### config.mk
export PLATFORM = sky130hd
export DESIGN_NAME = data_mem_arbiter
export DESIGN_NICKNAME = d
export VERILOG_FILES = /design/src/rtl/data_mem_arbiter.sv
export SDC_FILE = /design/constraint.sdc
export NUM_CORES = 1
export LEC_CHECK = 0
export CORE_AREA = 2 2 118 120
export CTS_CLUSTER_DIAMETER = 150
export CTS_CLUSTER_SIZE = 25
export DETAILED_ROUTE_END_ITERATION = 8
export DIE_AREA = 0 0 120 122
export DONT_BUFFER_PORTS = 1
export GPL_TIMING_DRIVEN = 0
export MAX_ROUTING_LAYER = met4
export SLEW_MARGIN = 20
export SYNTH_ARGS = -nofsm -noshare
export SYNTH_HDL_FRONTEND = slang
export SYNTH_SLANG_ARGS = --single-unit
### constraint.sdc
create_clock -name clk -period 2.3 [get_ports clk]
set_clock_uncertainty 0.1 [all_clocks]
set_input_delay 0.345 -clock clk [delete_from_list [all_inputs] [get_ports clk]]
set_output_delay 0.345 -clock clk [all_outputs]
set_load 0.01 [all_outputs]
### src/rtl/data_mem_arbiter.sv
// Two-port arbiter in front of the single data_memory port.
// Port C (cpu) has default priority. A streak counter lets the debug port (D)
// win once after MAX_CPU_STREAK consecutive contested cpu grants, so D always
// makes progress. Debug can lock the memory, which blocks the cpu until
// dbg_lock is released. Read data comes back one cycle after the grant, and a
// read tag steers the rvalid strobe to whichever port issued the read.
module data_mem_arbiter #(
  parameter int ADDR_W         = 32,
  parameter int DATA_W         = 32,
  parameter int MAX_CPU_STREAK = 4
) (
  input  logic              clk,
  input  logic              rst,
  // cpu data port
  input  logic              cpu_req,
  input  logic              cpu_we,
  input  logic [ADDR_W-1:0] cpu_addr,
  input  logic [DATA_W-1:0] cpu_wdata,
  output logic              cpu_gnt,
  output logic              cpu_rvalid,
  output logic [DATA_W-1:0] cpu_rdata,
  // debug / loader port
  input  logic              dbg_req,
  input  logic              dbg_we,
  input  logic [ADDR_W-1:0] dbg_addr,
  input  logic [DATA_W-1:0] dbg_wdata,
  input  logic              dbg_lock,
  output logic              dbg_gnt,
  output logic              dbg_rvalid,
  output logic [DATA_W-1:0] dbg_rdata,
  output logic              lock_active,
  // data_memory side
  output logic [ADDR_W-1:0] mem_addr,
  output logic [DATA_W-1:0] mem_wdata,
  output logic              mem_memwrite,
  output logic              mem_memread,
  input  logic [DATA_W-1:0] mem_rdata
);

  typedef enum logic {
    NORMAL = 1'b0,
    LOCKED = 1'b1
  } state_t;

  typedef enum logic [1:0] {
    TAG_NONE = 2'd0,
    TAG_CPU  = 2'd1,
    TAG_DBG  = 2'd2
  } rtag_t;

  // The streak counter is 4 bits wide, enough for the full legal range 1..15.
  localparam logic [3:0] STREAK_MAX = 4'(MAX_CPU_STREAK);

  state_t      state;
  logic [3:0]  streak;
  rtag_t       rtag;

  logic        cpu_win;
  logic        dbg_win;

  // Grant decision from the live request lines and the registered state.
  // Reset forces both grants low so nothing reaches memory while rst is high.
  always_comb begin
    cpu_win = 1'b0;
    dbg_win = 1'b0;
    if (!rst) begin
      if (state == LOCKED) begin
        dbg_win = dbg_req;
      end else if (cpu_req && dbg_req) begin
        if (streak < STREAK_MAX) begin
          cpu_win = 1'b1;
        end else begin
          dbg_win = 1'b1;
        end
      end else begin
        cpu_win = cpu_req;
        dbg_win = dbg_req;
      end
    end
  end

  assign cpu_gnt = cpu_win;
  assign dbg_gnt = dbg_win;

  // Steer the winner onto the memory port; with no winner the cpu bus is
  // passed through with both strobes low.
  always_comb begin
    mem_addr     = cpu_addr;
    mem_wdata    = cpu_wdata;
    mem_memwrite = 1'b0;
    mem_memread  = 1'b0;
    if (dbg_win) begin
      mem_addr     = dbg_addr;
      mem_wdata    = dbg_wdata;
      mem_memwrite = dbg_we;
      mem_memread  = ~dbg_we;
    end else if (cpu_win) begin
      mem_memwrite = cpu_we;
      mem_memread  = ~cpu_we;
    end
  end

  // Lock state machine, fairness streak and read-return tag.
  always_ff @(posedge clk) begin
    if (rst) begin
      state  <= NORMAL;
      streak <= 4'd0;
      rtag   <= TAG_NONE;
    end else begin
      if (cpu_win && !cpu_we) begin
        rtag <= TAG_CPU;
      end else if (dbg_win && !dbg_we) begin
        rtag <= TAG_DBG;
      end else begin
        rtag <= TAG_NONE;
      end

      case (state)
        NORMAL: begin
          if (dbg_lock) begin
            state  <= LOCKED;
            streak <= 4'd0;
          end else if (cpu_win && dbg_req) begin
            streak <= streak + 4'd1;
          end else begin
            streak <= 4'd0;
          end
        end
        LOCKED: begin
          streak <= 4'd0;
          if (!dbg_lock) begin
            state <= NORMAL;
          end
        end
        default: begin
          state  <= NORMAL;
          streak <= 4'd0;
        end
      endcase
    end
  end

  // Status and read-return outputs. A read tag left over from before reset
  // is masked so an in-flight read is dropped.
  assign lock_active = (state == LOCKED) && !rst;
  assign cpu_rvalid  = (rtag == TAG_CPU) && !rst;
  assign dbg_rvalid  = (rtag == TAG_DBG) && !rst;
  assign cpu_rdata   = mem_rdata;
  assign dbg_rdata   = mem_rdata;

endmodule

==> summary.md, run 1 <==
| Metric | Value |
|---|---|
| Clock net sink count | `7` |
| TritonCTS clock tree | `done` |
| Pwr Total | `830 µW` |
| Core Util, Final | `0.159` |
| Critical path startpoint category | `register` |
| Area added between synthesis and finish | `31.4%` |
| Time the final worst path needs with I/O delays and setup | `2310 ps` |
| Data required, critical path | `1860 ps` |
| Maximum operating frequency | `0.433 GHz` |
| Starting density of the core | `0.121` |
| Placement-stage worst setup slack | `42.1 ps` |
| Worst endpoint data arrival time | `1870 ps` |
| Total Nets Final | `347` |
| Via count normalized by instance count | `3.46` |
| Count of input and output buffers | `0` |
| Maximum clock insertion buffer count | `2` |
| Total overflow reported by the global router | `0` |
| Maximum Capacitance Violations | `0` |
| Vias in the first global route | `1,117` |
| Estimated wirelength of the detail-placed design | `4900 µm` |
| Pre-antenna DRT Iters | `3` |
| DR WL/cell | `15.6 µm` |
| Syn Nets | `334` |
| Initial antenna violation count | `0` |
| Total number of placement rows | `43` |
| Detailed-route wire length | `5590 µm` |
| Critical-path maximum fanout | `7` |
| Full die area | `0.0146 mm²` |
| Post-synth top area share | `0.331` |
| Peak VDD IR | `0.151 mV` |
| Post-route non-filler standard cell count | `358` |
| Post-synthesis average cell area | `9.84 µm²` |
| Total via count in the routed design | `1,238` |
| FFs w/ async S/R, synth | `0` |
| Skew-Pair Late Insertion Delay | `230 ps` |
| Pwr Density | `387 mW/mm²` |
| Sequential area share after synthesis | `0.0858` |
| Detailed router's first-iteration violation count | `22` |
| Crit. End Element | `primary output` |
| Number of H-tree levels | `1` |
| Clock-pin slew reported for the worst setup and hold paths after clock tree synthesis | `30 ps` |
| Final Hold Viols | `0` |
| Max-slew violations | `0` |
| CTS root buffer | `clkbuf_16` |
| Die X | `120 µm` |
| Cell variety after synth | `23` |
| Flops & latches, synth | `7` |
| Placeable Area | `0.0135 mm²` |
| Number of diodes | `0` |
| TritonCTS Buffers | `3` |
| Type of the worst setup path | `reg2out` |
| Failing checks | `negative setup slack` |
| Reported leakage power | `0.000917 µW` |
| Maximum number of pins on one net before global-route repair | `11` |
| Post-synthesis instance total | `166` |
| Primary FF master, synth | `dfxtp_1` |
| Vertical extent of the die | `122 µm` |
| IO Pins | `302` |
| Synthesis Warnings | `0` |
| Global placement routability congestion | `0.815` |
| Total routing usage reported by global routing | `0.0606` |
| Share of final-layout standard cells stronger than drive strength 1 | `0.865` |
| Path category of the worst min-delay check | `in2reg` |
| RSZ-0062 raised after global routing | `yes` |
| Post-CTS Hold Buffers | `0` |
| Final critical-path share of the clock period | `1.00` |
| Global-route wire length before repair | `6220 µm` |
| Final number of setup-violating endpoints | `11` |
| Worst hold slack across all endpoints | `82.5 ps` |
| Biggest area consumer among synthesized cells | `mux2_2` |
| Summed instance area of the synthesized netlist | `0.00163 mm²` |
| Outcome | `finished with violations` |
| Drc violations | `0` |
| Leading cell types by total area after synthesis | `mux2_2 33%, buf_4 29%, mux2_4 15%, dfxtp_1 8.6%, buf_6 2.8%` |
| Number of flops mapped to enable cells by yosys | `0` |
| Placed cells | `346` |
| Number of nets with antenna violations after routing | `0` |
| Final Worst Setup Slack | `-10.9 ps` |
-- final timing paths --
path              depth (start not counted)            startpoint              endpoint  slack, ps
hold / removal                            1              dbg_lock  streak[2]$_SDFF_PP0_         80
setup reg to reg                          5  streak[3]$_SDFF_PP0_    rtag[1]$_SDFF_PP0_        610
setup / recovery                          5  streak[3]$_SDFF_PP0_          mem_addr[16]        -10
hold reg to reg                           1  streak[0]$_SDFF_PP0_  streak[0]$_SDFF_PP0_        330
-- stage by stage --
stage / instance area [µm²] / TNS (ps)
CTS: 2040 / -185
global route: 2150 / -1460
finish: 2150 / -48.6
floorplan: 1630 / 0
detailed placement: 1860 / 0
global placement: 1860 / 0
-- critical path, cell delays in order, from the launching register on --
cell	delay (ps)
dfxtp_2	310
or4b_4	540
nor2b_4	170
buf_12	150
clkbuf_16	150
mux2_4	310
-- state kept, by name (all words and copies together), names as in the netlist --
| name | cells |
|---|---|
| rtag | 2 |
| streak | 4 |
| state | 1 |
-- layout make-up --
cell class              instances  area (µm²)
plain buffers                  71         581
clock buffers                   4        78.8
fillers                      1487       11400
inverters                       3        11.3
multi-input cells              84         961
flip-flops and latches          7         143
well taps                     180         225
repair buffers                  9         148
-- synthesized netlist by cell type (2+ instances only) --
| cell | count |
|---|---|
| buf_4 | 64 |
| mux2_2 | 48 |
| mux2_4 | 16 |
| dfxtp_1 | 7 |
| buf_2 | 4 |
| buf_6 | 4 |
| inv_1 | 3 |
| nor4_1 | 3 |
| nor2b_1 | 2 |
| nor3b_1 | 2 |
-- repair_timing --
action,in CTS,in global routing
gates cloned,1,3
resized for setup,16,6
setup endpoints to repair,66,49
hold endpoints to repair,0,0
pin swaps,1,1
buffers inserted,5,0
-- cells in the final DEF (no fill, tap or decap), drive strengths merged, types with 2 or more instances in the layout --
cell	count
clkbuf	7
dfxtp	7
nor4	3
mux2	64
inv	3
buf	77
nor3b	2
nor2b	3
-- per-layer routing --
metal | vias to the layer above | GRT usage | wire length (µm)
li1 | 529 | - | -
met1 | 565 | 0.0714 | 2030
met2 | 140 | 0.103 | 2950
met3 | 4 | 0.00936 | 554
met4 | 0 | 0.0243 | 55
met5 | - | - | 0
-- power by group --
group	switching [µW]	leakage, µW	total [µW]	internal [µW]
registers	2.00	0.0000578	128	126
clock network	61.6	0.0000382	292	230
logic	187	0.000821	410	223
total	251	0.000917	830	579
-- cell families (layout without fill, tap and decap cells) --
family | after synthesis | count (layout) | share of synthesized area
adders and majority gates | 1 | 1 | 0.00766
AOI/OAI and AO/OA | 3 | 3 | 0.0161
DFF | 7 | 7 | 0.0858
xor gates and xnor gates | 1 | 1 | 0.00536
muxes | 64 | 64 | 0.478
buffers and inverters | 75 | 87 | 0.341
other | 1 | 1 | 0.00229
and+or+nand+nor | 14 | 14 | 0.0643
Power figures use the tool's default switching activity.
==> run 2: changes to the inputs <==
--- a/config.mk
+++ b/config.mk
@@ -5,14 +5,17 @@
 export SDC_FILE = /design/constraint.sdc
 export NUM_CORES = 1
 export LEC_CHECK = 0
-export CORE_AREA = 2 2 118 120
+export CELL_PAD_IN_SITES_DETAIL_PLACEMENT = 1
+export CELL_PAD_IN_SITES_GLOBAL_PLACEMENT = 2
+export CORE_AREA = 2 2 117 119
 export CTS_CLUSTER_DIAMETER = 150
 export CTS_CLUSTER_SIZE = 25
 export DETAILED_ROUTE_END_ITERATION = 8
-export DIE_AREA = 0 0 120 122
+export DIE_AREA = 0 0 119 121
 export DONT_BUFFER_PORTS = 1
 export GPL_TIMING_DRIVEN = 0
 export MAX_ROUTING_LAYER = met4
+export PLACE_DENSITY_LB_ADDON = 0.1
 export SLEW_MARGIN = 20
 export SYNTH_ARGS = -nofsm -noshare
 export SYNTH_HDL_FRONTEND = slang
==> run 2 against run 1 <==
Compared with the run above: design area down 7.4%; sequential cell count unchanged; clock power about the same; clock-buffer cell count unchanged; maximum frequency up 0.91%; the run now ends clean; register-to-register slack better by 40 ps; core utilization down 0.71 points; critical path depth unchanged; sequential power about the same; final cell count down 2.8%; largest cell class unchanged.
==> summary.md, run 2 (synthesized netlist as in run 1, its figures left out) <==
| Metric | Value |
|---|---|
| DR WL/cell | `20.2 µm` |
| Clock net sink count | `7` |
| Reg-to-reg startpoint | `streak[3]$_SDFF_PP0_` |
| Drc violations | `0` |
| Maximum clock insertion buffer count | `2` |
| Cell-by-cell trace of the critical path | `or4b_4 > nor2b_4 > buf_12 > buf_12 > mux2_4` |
| Maximum Capacitance Violations | `0` |
| Register-to-register path setup slack | `650 ps` |
| Detailed-route wire length | `7040 µm` |
| Worst endpoint data arrival time | `1850 ps` |
| Worst path depth | `5` |
| Placeable Area | `0.0131 mm²` |
| Path depth of the worst reg2reg path | `5` |
| Count of input and output buffers | `0` |
| CP startpoint | `streak[3]$_SDFF_PP0_` |
| Pre-antenna DRT Iters | `2` |
| Met1 GRT Util | `0.0794` |
| Total via count in the routed design | `1,241` |
| Global routing usage on met2 | `0.185` |
| Critical-path maximum fanout | `10` |
| Critical path startpoint category | `register` |
| Final critical-path share of the clock period | `0.996` |
| Maximum number of pins on one net before global-route repair | `11` |
| Commonest non-fill, non-tap cell in the layout | `buf_4` |
| Number of nets with antenna violations after routing | `0` |
| TritonCTS Buffers | `3` |
| RSZ-0062 raised after global routing | `yes` |
| Pwr Density | `409 mW/mm²` |
| Full die area | `0.0144 mm²` |
| Global-route wire length before repair | `9230 µm` |
| Top library cells by usage in the layout, fill and taps aside | `66 x buf_4, 47 x mux2_2, 17 x mux2_4, 6 x dfxtp_1` |
| Pwr Total | `814 µW` |
| Global-route track usage on met3 | `0.0127` |
| Dominant cell type by count on the critical path | `buf_12` |
| Largest registers | `streak (4), rtag (2), state (1)` |
| Number of flip-flops under the largest register name | `4` |
| Buffers & Inverters on Critical Path | `2` |
| Estimated wirelength of the detail-placed design | `6550 µm` |
| Crit. End Element | `primary output` |
| Path category of the worst min-delay check | `in2reg` |
| Global placement routability congestion | `0.740` |
| Time the final worst path needs with I/O delays and setup | `2290 ps` |
| Detailed router's first-iteration violation count | `7` |
| Peak per-stage delay on the critical path | `540 ps` |
| Final Hold Viols | `0` |
| Total Nets Final | `341` |
| Peak VDD IR | `0.159 mV` |
| Clock-pin slew reported for the worst setup and hold paths after clock tree synthesis | `40 ps` |
| Max-slew violations | `0` |
| Layer with the highest usage after global routing | `met2` |
| Total number of placement rows | `42` |
| Reported leakage power | `0.000842 µW` |
| IO Pins | `302` |
| Share of final-layout standard cells stronger than drive strength 1 | `0.849` |
| Initial antenna violation count | `0` |
| RR Endpoint | `rtag[1]$_SDFF_PP0_` |
| Maximum operating frequency | `0.437 GHz` |
| Vias in the first global route | `1,447` |
| Type of the worst setup path | `reg2out` |
| Starting density of the core | `0.125` |
| TritonCTS clock tree | `done` |
| Total routing usage reported by global routing | `0.0863` |
| Reg with most FFs | `streak` |
| Final number of setup-violating endpoints | `0` |
| Number of H-tree levels | `1` |
| Vertical extent of the die | `121 µm` |
| Number of diodes | `0` |
| End point of the critical path | `mem_addr[15]` |
| Post-route non-filler standard cell count | `348` |
| Kind of cell with the highest combined delay on the critical path | `simple AND/OR/NAND/NOR gates` |
| Outcome | `finished clean` |
| Die X | `119 µm` |
| Skew-Pair Late Insertion Delay | `230 ps` |
| Data required, critical path | `1860 ps` |
| Crit-path slowest cell | `or4b_4` |
| Area added between synthesis and finish | `21.7%` |
| CTS root buffer | `clkbuf_16` |
| Via count normalized by instance count | `3.57` |
| Total overflow reported by the global router | `0` |
| Placed cells | `342` |
## run 2: cell type report
type / instances / area [µm²]
Sequential cell: 7 / 141
Inverter: 3 / 11.3
Buffer: 71 / 561
Multi-Input combinational cell: 84 / 941
Clock buffer: 4 / 78.8
Tap cell: 176 / 220
Fill cell: 1531 / 11100
Timing Repair Buffer: 3 / 35.0
## run 2: stage by stage
step / setup slack [ps] / cell area [µm²] / util / TNS, ps / hold slack, ps
finish: 9.99 / 1990 / 0.152 / 0 / 83.6
global route: -31.0 / 1990 / 0.152 / -413 / 82.2
CTS: -18.5 / 1980 / 0.151 / -188 / 79.1
detailed placement: 52.7 / 1850 / 0.142 / 0 / 320
global placement: 66.9 / 1850 / 0.142 / 0 / 319
floorplan: 171 / 1630 / - / 0 / 304
## run 2: metal layers
metal / wire [µm] / vias up
met3: 642 / 2
met4: 31 / 0
met5: 0 / -
met2: 4200 / 168
li1: - / 514
met1: 2170 / 557
## run 2: how the worst min path moves through the flow
stage,end,start,depth (start not counted),slack [ps]
floorplan,streak[0]$_SDFF_PP0_,streak[0]$_SDFF_PP0_,1,300
global placement,rtag[0]$_SDFF_PP0_,cpu_we,1,320
detailed placement,rtag[0]$_SDFF_PP0_,cpu_we,1,320
CTS,state$_SDFF_PP0_,rst,1,80
global route,rtag[0]$_SDFF_PP0_,cpu_we,1,80
finish,state$_SDFF_PP0_,rst,1,80
## run 2: report_power, final
group	total, µW	internal (µW)	switching [µW]	leakage [µW]
clock network	295	231	64.2	0.0000382
logic	392	199	193	0.000746
registers	127	126	1.68	0.0000578
## run 2: worst register-to-register path, cell delays in order (launching register included)
cell and delay (ps):
dfxtp_1 300, or4b_4 540, nor2b_4 180, buf_12 140, buf_12 140, and2_1 150
## run 2: repair_timing
| item | CTS | global route |
|---|---|---|
| pin swaps | 1 | 0 |
| endpoints found under the hold margin | 0 | 0 |
| hold buffers | 0 | 0 |
| setup buffers | 2 | 1 |
| resized for setup | 7 | 1 |
| setup endpoints to repair | 66 | 23 |
